File: config.mk
export PLATFORM = sky130hd
export DESIGN_NAME = fir_input_feeder
export DESIGN_NICKNAME = d
export VERILOG_FILES = /design/src/rtl/fir_input_feeder.sv
export SDC_FILE = /design/constraint.sdc
export NUM_CORES = 1
export LEC_CHECK = 0
export ABC_AREA = 1
export CAP_MARGIN = 20
export CORE_MARGIN = 2
export CORE_UTILIZATION = 47
export CTS_BUF_LIST = sky130_fd_sc_hd__clkbuf_2 sky130_fd_sc_hd__clkbuf_4 sky130_fd_sc_hd__clkbuf_8
export CTS_CLUSTER_SIZE = 20
export DETAILED_ROUTE_END_ITERATION = 16
export PLACE_DENSITY = 0.69
export SLEW_MARGIN = 20
export SYNTH_ARGS = -nofsm -noshare
export SYNTH_HDL_FRONTEND = slang
export SYNTH_SLANG_ARGS = --single-unit
File: constraint.sdc
create_clock -name clk -period 2.6 [get_ports clk]
set_input_delay 0.52 -clock clk [delete_from_list [all_inputs] [get_ports clk]]
set_output_delay 0.52 -clock clk [all_outputs]
set_load 0.005 [all_outputs]
File: src/rtl/fir_input_feeder.sv
// Purpose: buffers host sample/coefficient words and replays them to the FIR controller as data_ready/load_coeff strobes.
// Latency: a word is poppable one cycle after push; its strobe is high for the 2 cycles after the pop; issues are at least 5 cycles apart.
// Backpressure: in_ready drops when the FIFO is full (and during an error flush with FEEDER_FLUSH_ON_ERR_EN); issue stalls while modwait is high.
module fir_input_feeder #(
  parameter int DATA_W = 16,
  parameter int DEPTH  = 4
) (
  input  logic                   clk,
  input  logic                   n_reset,
  input  logic                   in_valid,
  input  logic                   in_is_coeff,
  input  logic [DATA_W-1:0]      in_data,
  output logic                   in_ready,
  input  logic                   modwait,
  input  logic                   err,
  output logic                   data_ready,
  output logic                   load_coeff,
  output logic [DATA_W-1:0]      sample_data,
  output logic [DATA_W-1:0]      fir_coefficient,
  output logic [1:0]             coeff_idx,
  output logic [15:0]            sample_cnt,
  output logic [$clog2(DEPTH):0] fifo_count
);

  localparam int PTR_W = $clog2(DEPTH);
  localparam int CNT_W = PTR_W + 1;
  localparam logic [CNT_W-1:0] FULL_CNT = CNT_W'(DEPTH);

  typedef enum logic [2:0] {
    IDLE,
    PULSE1,
    PULSE2,
    GUARD,
    WAIT_DONE
  } state_t;

  typedef struct packed {
    logic              is_coeff;
    logic [DATA_W-1:0] dat;
  } entry_t;

  entry_t           mem [DEPTH];
  entry_t           head;
  logic [PTR_W-1:0] wr_ptr;
  logic [PTR_W-1:0] rd_ptr;
  state_t           state;
  state_t           state_nxt;
  logic             issue_is_coeff;
  logic             push;
  logic             pop;
  logic             flush;

  assign head     = mem[rd_ptr];
  assign in_ready = (fifo_count != FULL_CNT) && !flush;
  assign push     = in_valid && in_ready;

  // Next state, pop request and strobes; the strobe type follows the word latched at pop time.
  always_comb begin
    state_nxt  = state;
    pop        = 1'b0;
    flush      = 1'b0;
    data_ready = 1'b0;
    load_coeff = 1'b0;
    case (state)
      IDLE: begin
        // fifo_count is registered, so a word pushed this edge cannot be popped until the next one.
        if ((fifo_count != '0) && !modwait) begin
          pop       = 1'b1;
          state_nxt = PULSE1;
        end
      end
      PULSE1: begin
        data_ready = !issue_is_coeff;
        load_coeff = issue_is_coeff;
        state_nxt  = PULSE2;
      end
      PULSE2: begin
        data_ready = !issue_is_coeff;
        load_coeff = issue_is_coeff;
        state_nxt  = GUARD;
      end
      // Quiet cycle so the controller's registered modwait has time to rise.
      GUARD: state_nxt = WAIT_DONE;
      WAIT_DONE: begin
        if (!modwait) begin
          state_nxt = IDLE;
`ifdef FEEDER_FLUSH_ON_ERR_EN
          flush = err;
`endif
        end
      end
      default: state_nxt = IDLE;
    endcase
  end

`ifndef FEEDER_FLUSH_ON_ERR_EN
  // Without the flush option the controller error flag has no effect here.
  logic unused_err;
  assign unused_err = err;
`endif

  // Sequencer state register.
  always_ff @(posedge clk) begin
    if (!n_reset) state <= IDLE;
    else          state <= state_nxt;
  end

  // FIFO pointers and occupancy; pointers wrap naturally since DEPTH is a power of two.
  always_ff @(posedge clk) begin
    if (!n_reset || flush) begin
      wr_ptr     <= '0;
      rd_ptr     <= '0;
      fifo_count <= '0;
    end else begin
      if (push) wr_ptr <= wr_ptr + PTR_W'(1);
      if (pop)  rd_ptr <= rd_ptr + PTR_W'(1);
      case ({push, pop})
        2'b10:   fifo_count <= fifo_count + CNT_W'(1);
        2'b01:   fifo_count <= fifo_count - CNT_W'(1);
        default: fifo_count <= fifo_count;
      endcase
    end
  end

  // FIFO storage; contents need no reset because occupancy gates every read.
  always_ff @(posedge clk) begin
    if (push) mem[wr_ptr] <= {in_is_coeff, in_data};
  end

  // Issue registers: each output word holds until the next pop of its own kind.
  always_ff @(posedge clk) begin
    if (!n_reset) begin
      issue_is_coeff  <= 1'b0;
      sample_data     <= '0;
      fir_coefficient <= '0;
      coeff_idx       <= 2'd0;
      sample_cnt      <= 16'd0;
    end else if (pop) begin
      issue_is_coeff <= head.is_coeff;
      if (head.is_coeff) begin
        fir_coefficient <= head.dat;
        coeff_idx       <= coeff_idx + 2'd1;
      end else begin
        sample_data <= head.dat;
        sample_cnt  <= sample_cnt + 16'd1;
      end
    end else if (flush) begin
      coeff_idx <= 2'd0;
    end
  end

endmodule

==> After elaboration in Yosys (flattened, before gate mapping) <==
Memory sizes are Yosys's and may differ from the RTL's. A register that Yosys moved wholly into a read port is not among the register bits.
Index checks and enable logic that the tools add are counted.
Widths: inputs -> output; s select.
{ "word_totals": {"mem_count": 1, "inputBits": 22, "reg_bits": 61, "ram_bits": 68} }
{ "op_classes": {"n_reduce_logical": 11, "n_eq_ne": 9, "addsub": 6, "muxes": 12, "bitwise": 1} }
{ "memory_table": {"columns": ["memory", "words", "word_bits", "rd", "rd_ports_with_merged_regs", "wr", "line_no", "rtl"], "rows": [
  ["mem", 4, 17, 1, 1, 1, "42", "entry_t mem [DEPTH];"]
]} }
{ "op_table": {"columns": ["op", "count"], "rows": [
  ["$add 16x1->16 const B", 1],
  ["$pmux 3 s5", 1],
  ["$add 2x1->2 const B", 3],
  ["$eq 3x2->1 const B", 2],
  ["$mux 1", 6],
  ["$mux 3", 2],
  ["$pmux 3 s2", 1],
  ["$reduce_and 2->1", 3],
  ["$mux 2", 2],
  ["$ne 2x2->1 const B", 2],
  ["$add 3x1->3 const B", 1],
  ["$eq 3x1->1 const B", 1],
  ["$eq 3x3->1 const B", 1],
  ["$logic_not 3->1", 1],
  ["$ne 3x3->1 const B", 1],
  ["$reduce_bool 3->1", 1],
  ["$sub 3x1->3 const B", 1],
  ["$eq 2x1->1 const B", 1],
  ["$eq 2x2->1 const B", 1],
  ["$logic_and 1x1->1", 2],
  ["$logic_not 1->1", 2],
  ["$reduce_bool 2->1", 1],
  ["$reduce_or 2->1", 1],
  ["$not 1->1", 1]
]} }

==> Depth between registers and ports, before layout <==
Gate-level depths: netlist (run 1).
{ "depth": {"depth_word": 6, "mapped_depth": 11, "ltp_nobuf": 11} }

==> Worst setup path after synthesis (run 1) <==
OpenSTA, ideal clock, no wires.
{ "synth_timing": {"path_kind": "in2reg", "startpoint": "input modwait", "endpoint": "register fifo_count[2]", "required_ns": 2.478, "arrival_time_ns": 1.946, "slack_ns": 0.532, "n_path_buf": 0, "stages": 10, "path_cell_list": "nor2_2 > nand2_2 > nor2_8 > ha_1 > inv_1 > fa_1 > a21oi_1 > o21ai_0 > o21ai_0 > a21oi_1"} }
{ "synth_between": {"elab_chain_len": 6, "elab_cells_between_ends": 8, "classes_between": "2 x eq/ne; 3 x mux; 3 x reduce/logical"} }
{ "synth_rtl": {"columns": ["item", "line_no", "rtl"], "rows": [
  ["start, declared", "14", "input logic modwait,"],
  ["$logic_not 1->1 *", null, null],
  ["$logic_and 1x1->1 *", "67", "if ((fifo_count != '0) && !modwait) begin"],
  ["$mux 1 *", "67", null],
  ["$mux 1 *", "64", "case (state)"],
  ["via pop", "50", "logic pop;"],
  ["$eq 2x1->1 / $eq 2x2->1 (equally long branches)", "117", "case ({push, pop})"],
  ["$pmux 3 s2 / $reduce_bool 2->1 (equally long branches)", null, null],
  ["end signal, assigned", "118", "2'b10: fifo_count <= fifo_count + CNT_W'(1);"],
  ["end signal, assigned", "119", "2'b01: fifo_count <= fifo_count - CNT_W'(1);"],
  ["end signal, assigned", "120", "default: fifo_count <= fifo_count;"],
  ["end, declared", "22", "output logic [$clog2(DEPTH):0] fifo_count"]
]} }
The timed path passes the listed nets; every way through them passes the cells marked *.
A chain may end at the register's enable or synchronous reset.

==> Worst setup path after layout (run 1) <==
{ "layout_timing": {"startpoint": "register state[0]", "endpoint": "output load_coeff"} }
{ "layout_between": {"elab_chain_len": 3, "elab_cells_between_ends": 4, "classes_between": "2 x eq/ne; 1 x mux; 1 x reduce/logical"} }
{ "layout_rtl": {"columns": ["item", "line_no", "rtl"], "rows": [
  ["start, declared", "46", "state_t state;"],
  ["start signal, assigned", "105", "else state <= state_nxt;"],
  ["$eq 3x2->1 / $eq 3x1->1 (equally long branches)", "64", null],
  ["$reduce_or 2->1 (no line) *", null, null],
  ["$mux 1 *", "64", null],
  ["end, declared", "17", "output logic load_coeff,"]
]} }
Mark *: on every way between the ends. The rest lies on a longest branch, timed or not.

==> results of run 1 <==
-- layout by cell type (no fill, tap or decap), types with 4 or more instances in the layout --
master and count:
sky130_fd_sc_hd__o21ai_1 5, sky130_fd_sc_hd__clkdlybuf4s50_1 76, sky130_fd_sc_hd__xor2_1 5, sky130_fd_sc_hd__nand2_1 67
sky130_fd_sc_hd__inv_1 36, sky130_fd_sc_hd__dfxtp_1 63, sky130_fd_sc_hd__buf_4 11, sky130_fd_sc_hd__o21ai_0 67
sky130_fd_sc_hd__nand3_1 18, sky130_fd_sc_hd__a21oi_1 18, sky130_fd_sc_hd__edfxtp_1 68, sky130_fd_sc_hd__ha_1 6
sky130_fd_sc_hd__clkbuf_8 17, sky130_fd_sc_hd__nor2_1 133, sky130_fd_sc_hd__o22ai_1 15, sky130_fd_sc_hd__nand2_2 4
-- final cells by class --
class | instances | area share
flip-flops and latches | 131 | 0.4987
multi-input cells | 360 | 0.2656
repair buffers | 87 | 0.1273
clock buffers | 17 | 0.03532
well taps | 143 | 0.02701
clock inverters | 15 | 0.02380
inverters | 38 | 0.02229
-- critical path: stages, from the launching register on --
cell and delay [ps]:
sky130_fd_sc_hd__dfxtp_1 390, sky130_fd_sc_hd__nor2_4 80, sky130_fd_sc_hd__nor2_1 90, sky130_fd_sc_hd__nand2_1 80, sky130_fd_sc_hd__nor2_1 110, sky130_fd_sc_hd__clkdlybuf4s50_1 520
-- sequential cells by signal (all words and copies together) (netlist names), named ones only --
signal and count:
coeff_idx 2, rd_ptr 2, sample_cnt 16, fir_coefficient 16, wr_ptr 2, mem 68, state 3, sample_data 16
issue_is_coeff 1, fifo_count 3
-- per-layer routing --
metal,global-route usage,vias up,part of all wire
met5,0,-,0
met4,0.07333,0,0.016
met3,0.05741,16,0.055
met2,0.3080,96,0.49
met1,0.2432,1862,0.44
li1,-,2018,-
-- through the flow --
step,utilization,hold WS [ps]
3_5_place_dp,0.5529,479.4
3_3_place_gp,0.5529,468.8
4_1_cts,0.5876,490.1
2_1_floorplan,-,449.6
6_report,0.5876,493.9
5_1_grt,0.5876,506.4
-- final timing paths --
kind | from | endpoint | slack [ps] | depth (start not counted)
setup / recovery | state[0] | load_coeff | 380 | 5
hold / removal | sample_data[14] | sample_data[14] | 490 | 2
setup reg to reg | fifo_count[1] | fifo_count[2] | 650 | 11
hold reg to reg | sample_data[14] | sample_data[14] | 490 | 2
-- report_power, final --
part / total (mW) / internal (mW) / leakage [nW] / switching [mW]
combinational: 1.78 / 0.732 / 1.16 / 1.05
clock: 1.67 / 0.857 / 0.186 / 0.815
sequential: 2.68 / 2.50 / 1.14 / 0.181
-- cells by family after synthesis --
logic type / count (synthesis) / synth area share
adder cells (fa/ha/maj): 7 / 0.01773
flip-flops: 131 / 0.6158
AND/OR/NAND/NOR: 237 / 0.1917
XOR/XNOR: 5 / 0.008164
AO/OA/AOI/OAI: 111 / 0.1103
buffers and inverters: 61 / 0.05622
==> results_dict.tcl, run 1 <==
set metrics [dict create \
    fmax_mhz 449.6 \
    drt_iter0_markers 262 \
    synth_fp_nets 581 \
    fillers 983 \
    worstPathArrival_ps 1700 \
    vias_per_cell 5.047 \
    synthesis.yosys.warnings 0 \
    ys_seq_elements 131 \
    dr_total_vias 3992 \
    dpl-instance-area_sq_um 6232 \
    min_path_type "flop to flop" \
    start_util 0.4759 \
    gp_congestion 0.7911 \
    synth.avg_cell_area_sq_um 9.717 \
    crit_type "flop to primary output" \
    fp-row-count 39 \
    seq_area_sq_um 3303 \
    tritoncts_num_sinks 131 \
    hold_vio_cnt_final 0 \
    leakage_nw 2.487 \
    synth_async_sr_flop_share 0 \
    timing.max_slew.rel_slack 0.6168 \
    placeableCoreArea_sq_um 11270 \
    cts_hold_buf 0 \
    post-route-drc-count 0 \
    buffer_type_at_the_clock_tree_root "sky130_fd_sc_hd__clkbuf_8" \
    finalWorstPathRequiredPeriod_ps 2224 \
    final_setup_slack_of_the_worst_path_ps 375.7 \
    placed_cells_incl_taps 759 \
    grt_usage 0.1909 \
    synth-seq-area-share 0.6158 \
    pin_count 78 \
    post_cts_repair_setup_buffers 0 \
    die_y_um 110.8 \
    synth.top_cells.by_count "133 x sky130_fd_sc_hd__nor2_1, 68 x sky130_fd_sc_hd__edfxtp_1, 67 x sky130_fd_sc_hd__nand2_1, 67 x sky130_fd_sc_hd__o21ai_0, 63 x sky130_fd_sc_hd__dfxtp_1" \
    maxCapViolations 0 \
    synth_most_common_cell "sky130_fd_sc_hd__nor2_1" \
    grt.overflow.total 0 \
    final_net_count 664 \
    post_route_cell_area_sq_um 6624 \
    synth-edff-count 68 \
    insertedDiodeCount 0 \
    wirelength_um 11310 \
    final.period_utilization 0.8555 \
    worst_ep_required_ps 2080 \
    setup_crit_end_kind "primary output" \
    tritoncts "yes" \
    finalMaxSlewViolations 0 \
    post_synth_num_cell_types 34 \
    postSynthCellCount 552 \
    cts.reportedPaths.clkPinSlew_ps 70 \
    pin_count_of_the_biggest_net_entering_global_routing 40 \
    max_slew.worst_pin.slew_ps 574.2 \
    worst_clock_skew_ps 7.730 \
    synth_top_flop_cell "sky130_fd_sc_hd__edfxtp_1" \
    total_power_mw 6.140 \
    post_synth_main_area_contributors "sky130_fd_sc_hd__edfxtp_1 38%, sky130_fd_sc_hd__dfxtp_1 24%, sky130_fd_sc_hd__nor2_1 9.3%" \
    yosysTopAreaCellShare 0.3807 \
    cts_htree_levels 4 \
    cts_buffer_depth 2 \
    tns_ps 0 \
    clock_latency_ps 430 \
    critical_path_peak_fanout 5 \
    netlist.top_cell.by_area "sky130_fd_sc_hd__edfxtp_1" \
    die_width_um 110.8 \
    status "completed" \
    timing.critical_path.from_type "flop" \
    vdd.ir_drop.worst_v 0.0003716 \
    rsz0062_at_grt "no" \
    postCtsResizedCells 0 \
    vias_in_the_first_global_route 3723 \
    total_of_buffers_placed_on_input_and_output_ports 76 \
    pre_cts_slack_ps 129.6 \
    report.final.setup_viol 0 \
    wl_per_cell_um 14.30 \
    dieArea_sq_um 12280 \
    antenna_left 0 \
    hpwlAfterDp_um 7471 \
    post_route_cells_drive_above_1_share 0.09414 \
    numCtsBuffers 17 \
    multi_input_gate_area_in_the_final_layout_sq_um 1759 \
    grt_antenna_before_repair 0 \
    first_pass_grt_wire_length_um 18350 \
    mappedNetlistArea_sq_um 5364 \
    power.density_cell_area_nw_per_um2 926.9 \
    areaGrowthSynthToFinish_pct 23.49 \
    fin_cells 791 \
    firstDrtPassIters 4 \
]
(Power assumes the default switching activity.)
==> run 2, diff against run 1 <==
CORE_MARGIN = unset   (was 2)
==> results_dict.tcl, run 2 (same netlist as run 1, synthesis figures left out) <==
set metrics [dict create \
    leakage_nw 2.504 \
    crit_top_cell "sky130_fd_sc_hd__nor2_1" \
    crit_type "flop to primary output" \
    delay_of_the_slowest_cell_on_the_worst_path_ps 530 \
    finalMaxSlewViolations 0 \
    vdd.ir_drop.worst_v 0.0005018 \
    vias_in_the_first_global_route 3710 \
    cts_hold_buf 0 \
    crit_chain "nor2_4 -> nor2_1 -> nand2_1 -> nor2_1 -> clkdlybuf4s50_1" \
    layout.cells.most_common_list "133 x sky130_fd_sc_hd__nor2_1, 76 x sky130_fd_sc_hd__clkdlybuf4s50_1, 68 x sky130_fd_sc_hd__edfxtp_1, 67 x sky130_fd_sc_hd__nand2_1, 67 x sky130_fd_sc_hd__o21ai_0" \
    numCtsBuffers 17 \
    buffer_type_at_the_clock_tree_root "sky130_fd_sc_hd__clkbuf_8" \
    met2_length_um 5400 \
    report.final.setup_viol 0 \
    min_path_type "flop to flop" \
    top_signal_layer_used "met4" \
    total_of_buffers_placed_on_input_and_output_ports 76 \
    first_pass_grt_wire_length_um 18310 \
    dieArea_sq_um 11840 \
    largest_register "mem" \
    post_cts_repair_setup_buffers 0 \
    worst_ep_required_ps 2080 \
    post-route-drc-count 0 \
    placeableCoreArea_sq_um 10980 \
    wl_per_cell_um 14.48 \
    pin_count 78 \
    critical_path_peak_fanout 5 \
    fp-row-count 38 \
    start_util 0.4884 \
    clock_latency_ps 430 \
    wirelength_um 11440 \
    largest_register_ffs 68 \
    rsz0062_at_grt "no" \
    dpl-instance-area_sq_um 6256 \
    post_route_cells_drive_above_1_share 0.09692 \
    pin_count_of_the_biggest_net_entering_global_routing 39 \
    max_slew.worst_pin.slew_ps 579.5 \
    grt_antenna_before_repair 0 \
    grt_usage 0.2065 \
    hold_vio_cnt_final 0 \
    cts_buffer_depth 2 \
    areaGrowthSynthToFinish_pct 24.05 \
    final_net_count 666 \
    status "completed" \
    hpwlAfterDp_um 7335 \
    cts.reportedPaths.clkPinSlew_ps 70 \
    tns_ps 0 \
    worstPathArrival_ps 1700 \
    m1WireLength_um 5417 \
    drt_iter0_markers 196 \
    cts_htree_levels 4 \
    power.density_cell_area_nw_per_um2 933.1 \
    tritoncts_num_sinks 131 \
    gp_congestion 0.8193 \
    fillers 918 \
    layout_commonest_cell "sky130_fd_sc_hd__nor2_1" \
    seq_area_sq_um 3303 \
    multi_input_gate_area_in_the_final_layout_sq_um 1759 \
    die_y_um 108.8 \
    maxCapViolations 0 \
    crit_slowest_cell "sky130_fd_sc_hd__clkdlybuf4s50_1" \
    fmax_mhz 450.9 \
    finalWorstPathRequiredPeriod_ps 2218 \
    post_route_cell_area_sq_um 6654 \
    met3_wirelength_um 506 \
    firstDrtPassIters 4 \
    dr_total_vias 4017 \
    antenna_left 0 \
    insertedDiodeCount 0 \
    final.period_utilization 0.8530 \
    postCtsResizedCells 0 \
    vias_per_cell 5.085 \
    placed_cells_incl_taps 758 \
    timing.max_slew.rel_slack 0.6133 \
    grt.overflow.total 0 \
    tritoncts "yes" \
    worst_clock_skew_ps 7.700 \
    setup_crit_end_kind "primary output" \
    die_width_um 108.8 \
    fin_cells 790 \
    timing.critical_path.from_type "flop" \
]
run 2: worst paths after layout:
check | depth (start not counted) | to | start | slack [ps]
max | 5 | load_coeff | state[0] | 380
min | 2 | issue_is_coeff | issue_is_coeff | 480
max reg2reg | 10 | fifo_count[2] | state[0] | 620
min reg2reg | 2 | issue_is_coeff | issue_is_coeff | 480
run 2: area by class of cell:
class	instances	area share
tap	140	0.02633
clock inverter	13	0.02238
sequential	131	0.4964
timing repair buffer	89	0.1309
clock buffer	19	0.03742
inverter	38	0.02219
multi-input combinational	360	0.2644
run 2: worst max-delay path: cells and delay by family (launching register included):
kind,cells,cell delay [ps]
simple gates,4,350
buf+inv,1,530
flops,1,390
run 2: stage by stage:
step,hold WS [ps],setup slack (ps),util,power [mW]
after floorplan,449.6,532.2,-,3.797
after global placement,471.1,138.9,0.5696,4.485
after detailed placement,469.8,66.81,0.5696,4.538
after CTS,482.0,355.4,0.6058,6.254
after global routing,514.7,286.1,0.6058,6.581
final,481.6,382.3,0.6058,6.209
run 2: metal layers:
| metal | vias to the layer above | GRT usage |
|---|---|---|
| li1 | 2020 | - |
| met1 | 1888 | 0.2842 |
| met2 | 100 | 0.3223 |
| met3 | 9 | 0.04483 |
| met4 | 0 | 0.07239 |
| met5 | - | 0 |
run 2: power breakdown:
group	switching (mW)	internal (mW)	leakage, nW
registers	0.188	2.50	1.14
logic	1.05	0.752	1.18
clock network	0.828	0.888	0.191
==> run 3, diff against run 2 <==
CTS_CLUSTER_DIAMETER = 120   (was unset)
==> results of run 3 <==
The final DEF is identical to that of run 2; final timing and power are the same.
